--- src/rtl/carry_skip_adder_pkg.sv ---
// Package: carry_skip_pkg
// Purpose : shared defaults and helpers for the carry-skip adder slice.
//   CSA_OPERAND_SIZE_DEF : default operand width (bits)
//   CSA_BLOCK_SIZE_DEF   : default skip-block width (bits)
//   csa_num_blocks()     : number of skip blocks for a given operand/block size
package carry_skip_pkg;

  localparam int CSA_OPERAND_SIZE_DEF = 16;
  localparam int CSA_BLOCK_SIZE_DEF   = 4;

  // A zero block size is rejected at elaboration by the top level; returning 1
  // here keeps the block count well defined until that error is raised.
  function automatic int csa_num_blocks(input int op, input int blk);
    return (blk > 0) ? (op / blk) : 1;
  endfunction

endpackage

--- src/rtl/carry_skip_adder_if.sv ---
// Interface: carry_skip_adder_if
// Purpose  : operand/result bundle of the carry-skip adder.
//   A, B   : unsigned addends (OPERAND_SIZE bits)
//   Cin    : carry into bit 0
//   Sout   : registered sum
//   Cout   : registered carry out of the MSB block
// Modports : master drives operands and reads results; slave is the adder.
interface carry_skip_adder_if
  import carry_skip_pkg::*;
#(
  parameter int OPERAND_SIZE = CSA_OPERAND_SIZE_DEF
);

  logic [OPERAND_SIZE-1:0] A;
  logic [OPERAND_SIZE-1:0] B;
  logic                    Cin;
  logic [OPERAND_SIZE-1:0] Sout;
  logic                    Cout;

  modport master (output A, B, Cin, input Sout, Cout);
  modport slave  (input A, B, Cin, output Sout, Cout);

endinterface

--- src/rtl/carry_skip_adder_block.sv ---
// Module : carry_skip_block
// Purpose: one ripple-carry block with a skip mux on its carry-out.
//   a, b : block slice of the addends (BLOCK_SIZE bits)
//   cin  : carry into the block (C_k)
//   sum  : block sum bits
//   cout : carry out of the block (C_k+1), bypassed to cin when prop is set
//   prop : block propagate, AND of all bit propagates
module carry_skip_block #(
  parameter int BLOCK_SIZE = 4
) (
  input  logic [BLOCK_SIZE-1:0] a,
  input  logic [BLOCK_SIZE-1:0] b,
  input  logic                  cin,
  output logic [BLOCK_SIZE-1:0] sum,
  output logic                  cout,
  output logic                  prop
);

  logic [BLOCK_SIZE-1:0] p;
  logic [BLOCK_SIZE-1:0] g;
  logic                  ripple_cout;

  assign p = a ^ b;
  assign g = a & b;

  // Ripple carry held in a procedural variable so the chain is a single
  // ordered evaluation rather than a self-referencing vector.
  always_comb begin
    logic c;
    c   = cin;
    sum = '0;
    for (int i = 0; i < BLOCK_SIZE; i++) begin
      sum[i] = p[i] ^ c;
      c      = g[i] | (p[i] & c);
    end
    ripple_cout = c;
  end

  assign prop = &p;
  assign cout = prop ? cin : ripple_cout;

endmodule

--- src/rtl/carry_skip_adder.sv ---
// Module : carry_skip_adder
// Purpose: parameterised carry-skip adder, {Cout, Sout} = A + B + Cin,
//          with registered outputs (1-cycle latency).
// Ports  : clk   - clock, rising edge
//          rst_n - asynchronous active-low reset, clears all registers
//          bus   - carry_skip_adder_if.slave (A, B, Cin in; Sout, Cout out)
// Macro  : CARRY_SKIP_INPUT_REG_EN - when defined, A/B/Cin are registered
//          ahead of the adder (latency 2 cycles).
module carry_skip_adder
  import carry_skip_pkg::*;
#(
  parameter int OPERAND_SIZE = CSA_OPERAND_SIZE_DEF,
  parameter int BLOCK_SIZE   = CSA_BLOCK_SIZE_DEF
) (
  input  logic                clk,
  input  logic                rst_n,
  carry_skip_adder_if.slave   bus
);

  localparam int NB = csa_num_blocks(OPERAND_SIZE, BLOCK_SIZE);
  localparam bit PARAM_BAD = (OPERAND_SIZE < 1) || (BLOCK_SIZE < 1) ||
                             ((BLOCK_SIZE < 1) ? 1'b1 : ((OPERAND_SIZE % BLOCK_SIZE) != 0));

  if (PARAM_BAD) begin : g_param_err
    $error("carry_skip_adder: illegal OPERAND_SIZE=%0d / BLOCK_SIZE=%0d", OPERAND_SIZE, BLOCK_SIZE);
  end

  logic [OPERAND_SIZE-1:0] a_in;
  logic [OPERAND_SIZE-1:0] b_in;
  logic                    cin_in;

`ifdef CARRY_SKIP_INPUT_REG_EN
  always_ff @(posedge clk or negedge rst_n) begin
    if (!rst_n) begin
      a_in   <= '0;
      b_in   <= '0;
      cin_in <= 1'b0;
    end else begin
      a_in   <= bus.A;
      b_in   <= bus.B;
      cin_in <= bus.Cin;
    end
  end
`else
  assign a_in   = bus.A;
  assign b_in   = bus.B;
  assign cin_in = bus.Cin;
`endif

  logic [OPERAND_SIZE-1:0] sum_c;
  logic                    cout_c;
  logic [NB-1:0]           prop_unused;

  // Each block takes its carry-in from the previous block's skip-muxed
  // carry-out; block 0 takes Cin.
  for (genvar k = 0; k < NB; k++) begin : g_blk
    logic c_in;
    logic c_out;

    if (k == 0) begin : g_first
      assign c_in = cin_in;
    end else begin : g_next
      assign c_in = g_blk[k-1].c_out;
    end

    carry_skip_block #(
      .BLOCK_SIZE (BLOCK_SIZE)
    ) u_blk (
      .a    (a_in[k*BLOCK_SIZE +: BLOCK_SIZE]),
      .b    (b_in[k*BLOCK_SIZE +: BLOCK_SIZE]),
      .cin  (c_in),
      .sum  (sum_c[k*BLOCK_SIZE +: BLOCK_SIZE]),
      .cout (c_out),
      .prop (prop_unused[k])
    );
  end

  assign cout_c = g_blk[NB-1].c_out;

  always_ff @(posedge clk or negedge rst_n) begin
    if (!rst_n) begin
      bus.Sout <= '0;
      bus.Cout <= 1'b0;
    end else begin
      bus.Sout <= sum_c;
      bus.Cout <= cout_c;
    end
  end

endmodule

--- src/flat_wrapper.sv ---
// flat-port wrapper written by rule: the top's interface ports become plain ports
module carry_skip_adder_flat import carry_skip_pkg::*;
#(
  parameter int OPERAND_SIZE = CSA_OPERAND_SIZE_DEF,
  parameter int BLOCK_SIZE   = CSA_BLOCK_SIZE_DEF
)
  (clk, rst_n, bus_A, bus_B, bus_Cin, bus_Sout, bus_Cout);
  carry_skip_adder_if #(.OPERAND_SIZE(OPERAND_SIZE)) bus_i ();
  input  logic clk;
  input  logic rst_n;
  input wire logic [$bits(bus_i.A)-1:0] bus_A;
  input wire logic [$bits(bus_i.B)-1:0] bus_B;
  input wire logic [$bits(bus_i.Cin)-1:0] bus_Cin;
  output wire logic [$bits(bus_i.Sout)-1:0] bus_Sout;
  output wire logic [$bits(bus_i.Cout)-1:0] bus_Cout;
  assign bus_i.A = bus_A;
  assign bus_i.B = bus_B;
  assign bus_i.Cin = bus_Cin;
  assign bus_Sout = bus_i.Sout;
  assign bus_Cout = bus_i.Cout;
  carry_skip_adder #(.OPERAND_SIZE(OPERAND_SIZE), .BLOCK_SIZE(BLOCK_SIZE)) u_core (.clk(clk), .rst_n(rst_n), .bus(bus_i));
endmodule
--- config.mk ---
export PLATFORM = sky130hd
export DESIGN_NAME = carry_skip_adder_flat
export DESIGN_NICKNAME = d
export VERILOG_FILES = /design/src/rtl/carry_skip_adder_pkg.sv /design/src/rtl/carry_skip_adder_if.sv /design/src/rtl/carry_skip_adder_block.sv /design/src/rtl/carry_skip_adder.sv /design/src/flat_wrapper.sv
export SDC_FILE = /design/constraint.sdc
export NUM_CORES = 1
export LEC_CHECK = 0
export ABC_AREA = 1
export CORE_MARGIN = 5
export CORE_UTILIZATION = 45
export CTS_CLUSTER_DIAMETER = 120
export DETAILED_ROUTE_END_ITERATION = 6
export PLACE_DENSITY = 0.9
export SLEW_MARGIN = 20
export SYNTH_ARGS = -nofsm -noshare
export SYNTH_HDL_FRONTEND = slang
export SYNTH_HIERARCHICAL = 1
export SYNTH_SLANG_ARGS = --single-unit
--- constraint.sdc ---
create_clock -name clk -period 0.8 [get_ports clk]
set_input_delay 0.24 -clock clk [delete_from_list [all_inputs] [get_ports clk]]
set_output_delay 0.24 -clock clk [all_outputs]
set_load 0.1 [all_outputs]
==> results.yml <==
outcome:
  status: "finished, violations left"
  violations: "setup timing"
cells_and_area:
  multi_input_area_sq_um: 688
  fin_util_pct: 93.4
  fillers: 69
  fin_nets: 269
  final_common_cell: "buf_4"
  final_area_sq_um: 2360
  layout.area.seq_sq_um: 485
  stdcell_count: 231
  drive_above_1_share_pct: 61.2
  layout_common_cells: "buf_4, clkdlybuf4s50_1, inv_2, buf_12"
  n_antenna_cell: 0
  syn2layout_area_growth_pct: 96.1
floorplan:
  start_util_pct: 47.6
  rows: 18
  design.core.area_sq_um: 2520
  die-area_sq_um: 3800
  ios: 52
  die_w_um: 61.7
  dieHeight_um: 61.7
global_route:
  grt_pass1_wl_um: 7950
  grt_pass1_vias: 1379
  use_met1_pct: 35.6
  grt_max_degree: 18
  use_met2_pct: 58.7
  track_usage_pct: 31.9
  antenna_found_initial: 0
  overflow: 0
  grt_most_used_layer: "met2"
  grtUsageMet3_pct: 5.03
pwr:
  ir_drop_v: 0.00223
  power_density_nw_per_um2: 2200
  p_sw_share_pct: 48.3
  p_leak_uw: 0.00114
  p_int_uw: 2680
  netSwitchingPower_uw: 2500
  clkPwrFrac_pct: 8.9
  p_seq_share_pct: 25.3
  p_comb_share_pct: 65.8
clock_tree:
  clock-sinks: 17
  cts_tree: "done"
  clock_path_buffers: 2
  cts.htree.levels: 1
  clk_pin_slew_ns: 0.09
  clock-root-buffer: "clkbuf_4"
  numCtsBuffers: 3
sta:
  setup_violations: 33
  holdWs_ns: 0.309
  max_freq_mhz: 159
  rsz0062_at_grt: "yes"
  finalCritPeriodShare_pct: 788
  slew_headroom_pct: 84.2
  worst_pin_slew_ns: 0.236
  fin_crit_ns: 6.30
  fin_ws_ns: -5.50
  final-hold-violation-count: 0
  finalMaxSlewViolations: 0
synthesis:
  synth_area_leaders: "dfrtp_1, fa_1, ha_1, inv_1, nand2_1"
  yosysTopAreaCell: "dfrtp_1"
  synth_seq_area_share_pct: 35.4
  synth_cell_types: 7
  netlist_area_sq_um: 1200
  synth_top_area_share_pct: 35.4
  syn_nets: 180
  syn_avg_cell_area_sq_um: 10.6
  netlist_instances: 113
  synth_seq_cells: 17
  yosys_warnings: 6
placed_design:
  place_inst: 205
  port-buffer-count: 51
  gp_congestion: 0.801
  place_area_sq_um: 2130
  post-dp-hpwl_um: 2850
setup_path:
  cpPeakStageDelay_ns: 0.46
  cp-start-kind: "input pin"
  critPathMostFrequentCell: "fa_2"
  path_class: "input pin to register"
  worstPathRequired_ns: 1.04
  crit_path_max_fanout: 2
  arrival_ns: 6.54
  crit_path_start: "bus_B[0]"
  slowest_stage: "fa_2"
  cp-end-kind: "register"
drt:
  first_pass_iters: 4
  routed_wl_um: 5910
  ant_nets: 0
  vias: 1214
  wl_per_cell_um: 25.6
  vias_per_cell: 5.26
  drc_errors: 0
  initialDrtViolationCount: 67
hold_path:
  hold_class: "input pin to asynchronous set/reset pin"
job:
  cap_violations: 0
-- synthesized netlist by cell type --
master   count
dfrtp_1     17
inv_1       40
ha_1        16
nor2_2       4
nand2_1     16
o21ai_0      4
fa_1        16
-- how the worst max path moves through the flow --
stage                                          to  slack [ns]  cells after the start
detailed placement  u_core/bus.Sout[15]$_DFF_PN0_       -5.91                     39
global placement    u_core/bus.Sout[15]$_DFF_PN0_       -5.66                     39
global route        u_core/bus.Sout[15]$_DFF_PN0_       -5.60                     42
floorplan           u_core/bus.Sout[15]$_DFF_PN0_       -4.86                     38
CTS                 u_core/bus.Sout[15]$_DFF_PN0_       -5.03                     39
finish              u_core/bus.Sout[15]$_DFF_PN0_       -5.50                     42
-- per-layer routing --
layer / vias to the layer above / part of all wire [%] / wire [um]
li1: 481 / - / -
met1: 591 / 34 / 2040
met2: 107 / 50 / 2950
met3: 35 / 8.1 / 479
met4: 0 / 7.6 / 447
met5: - / 0 / 0
-- power by group through the flow --
stage | logic, uW | clock network, uW | registers, uW
2_1_floorplan | 343 | 0 | 2550
3_3_place_gp | 2790 | 0 | 1300
3_5_place_dp | 2930 | 0 | 1310
4_1_cts | 3120 | 446 | 1300
5_1_grt | 3490 | 515 | 1330
6_report | 3410 | 460 | 1310
-- state kept, by name, summed over array words and instances (netlist names) --
register and count:
u_core/bus.Sout 16, u_core/bus.Cout 1
-- metrics by stage --
step,worst slack [ns],setup TNS (ns),power [uW]
finish,-5.50,-55.32,5180
global route,-5.60,-56.65,5340
CTS,-5.03,-50.76,4860
detailed placement,-5.91,-60.63,4240
global placement,-5.66,-58.18,4090
floorplan,-4.86,-45.21,2890
-- worst max-delay path, delay by kind of cell --
kind            cells  cell delay, ns
fa+ha+maj          12            3.62
simple gates        4            0.32
compound gates      2            0.11
buf+inv            24            2.23
-- repair_timing --
action / CTS / global route
hold buffers: 0 / 0
setup endpoints to repair: 34 / 33
resized for setup: 29 / 13
setup buffers: 19 / 3
endpoints found under the hold margin: 0 / 0
pin swaps: 2 / 6
-- layout make-up --
class | count | area share [%]
multi-input cells | 56 | 29.2
repair buffers | 84 | 40.4
flip-flops and latches | 17 | 20.6
clock buffers | 4 | 1.12
inverters | 40 | 7.12
well taps | 30 | 1.59
-- cell families (layout without fill, tap and decap cells) --
group,Yosys count,after routing,synth area share (%)
AO/OA/AOI/OAI,4,4,1.67
buffers and inverters,40,128,12.5
AND/OR/NAND/NOR,20,20,7.08
adder cells (fa/ha/maj),32,32,43.3
flip-flops,17,17,35.4
(Power assumes the default switching activity.)
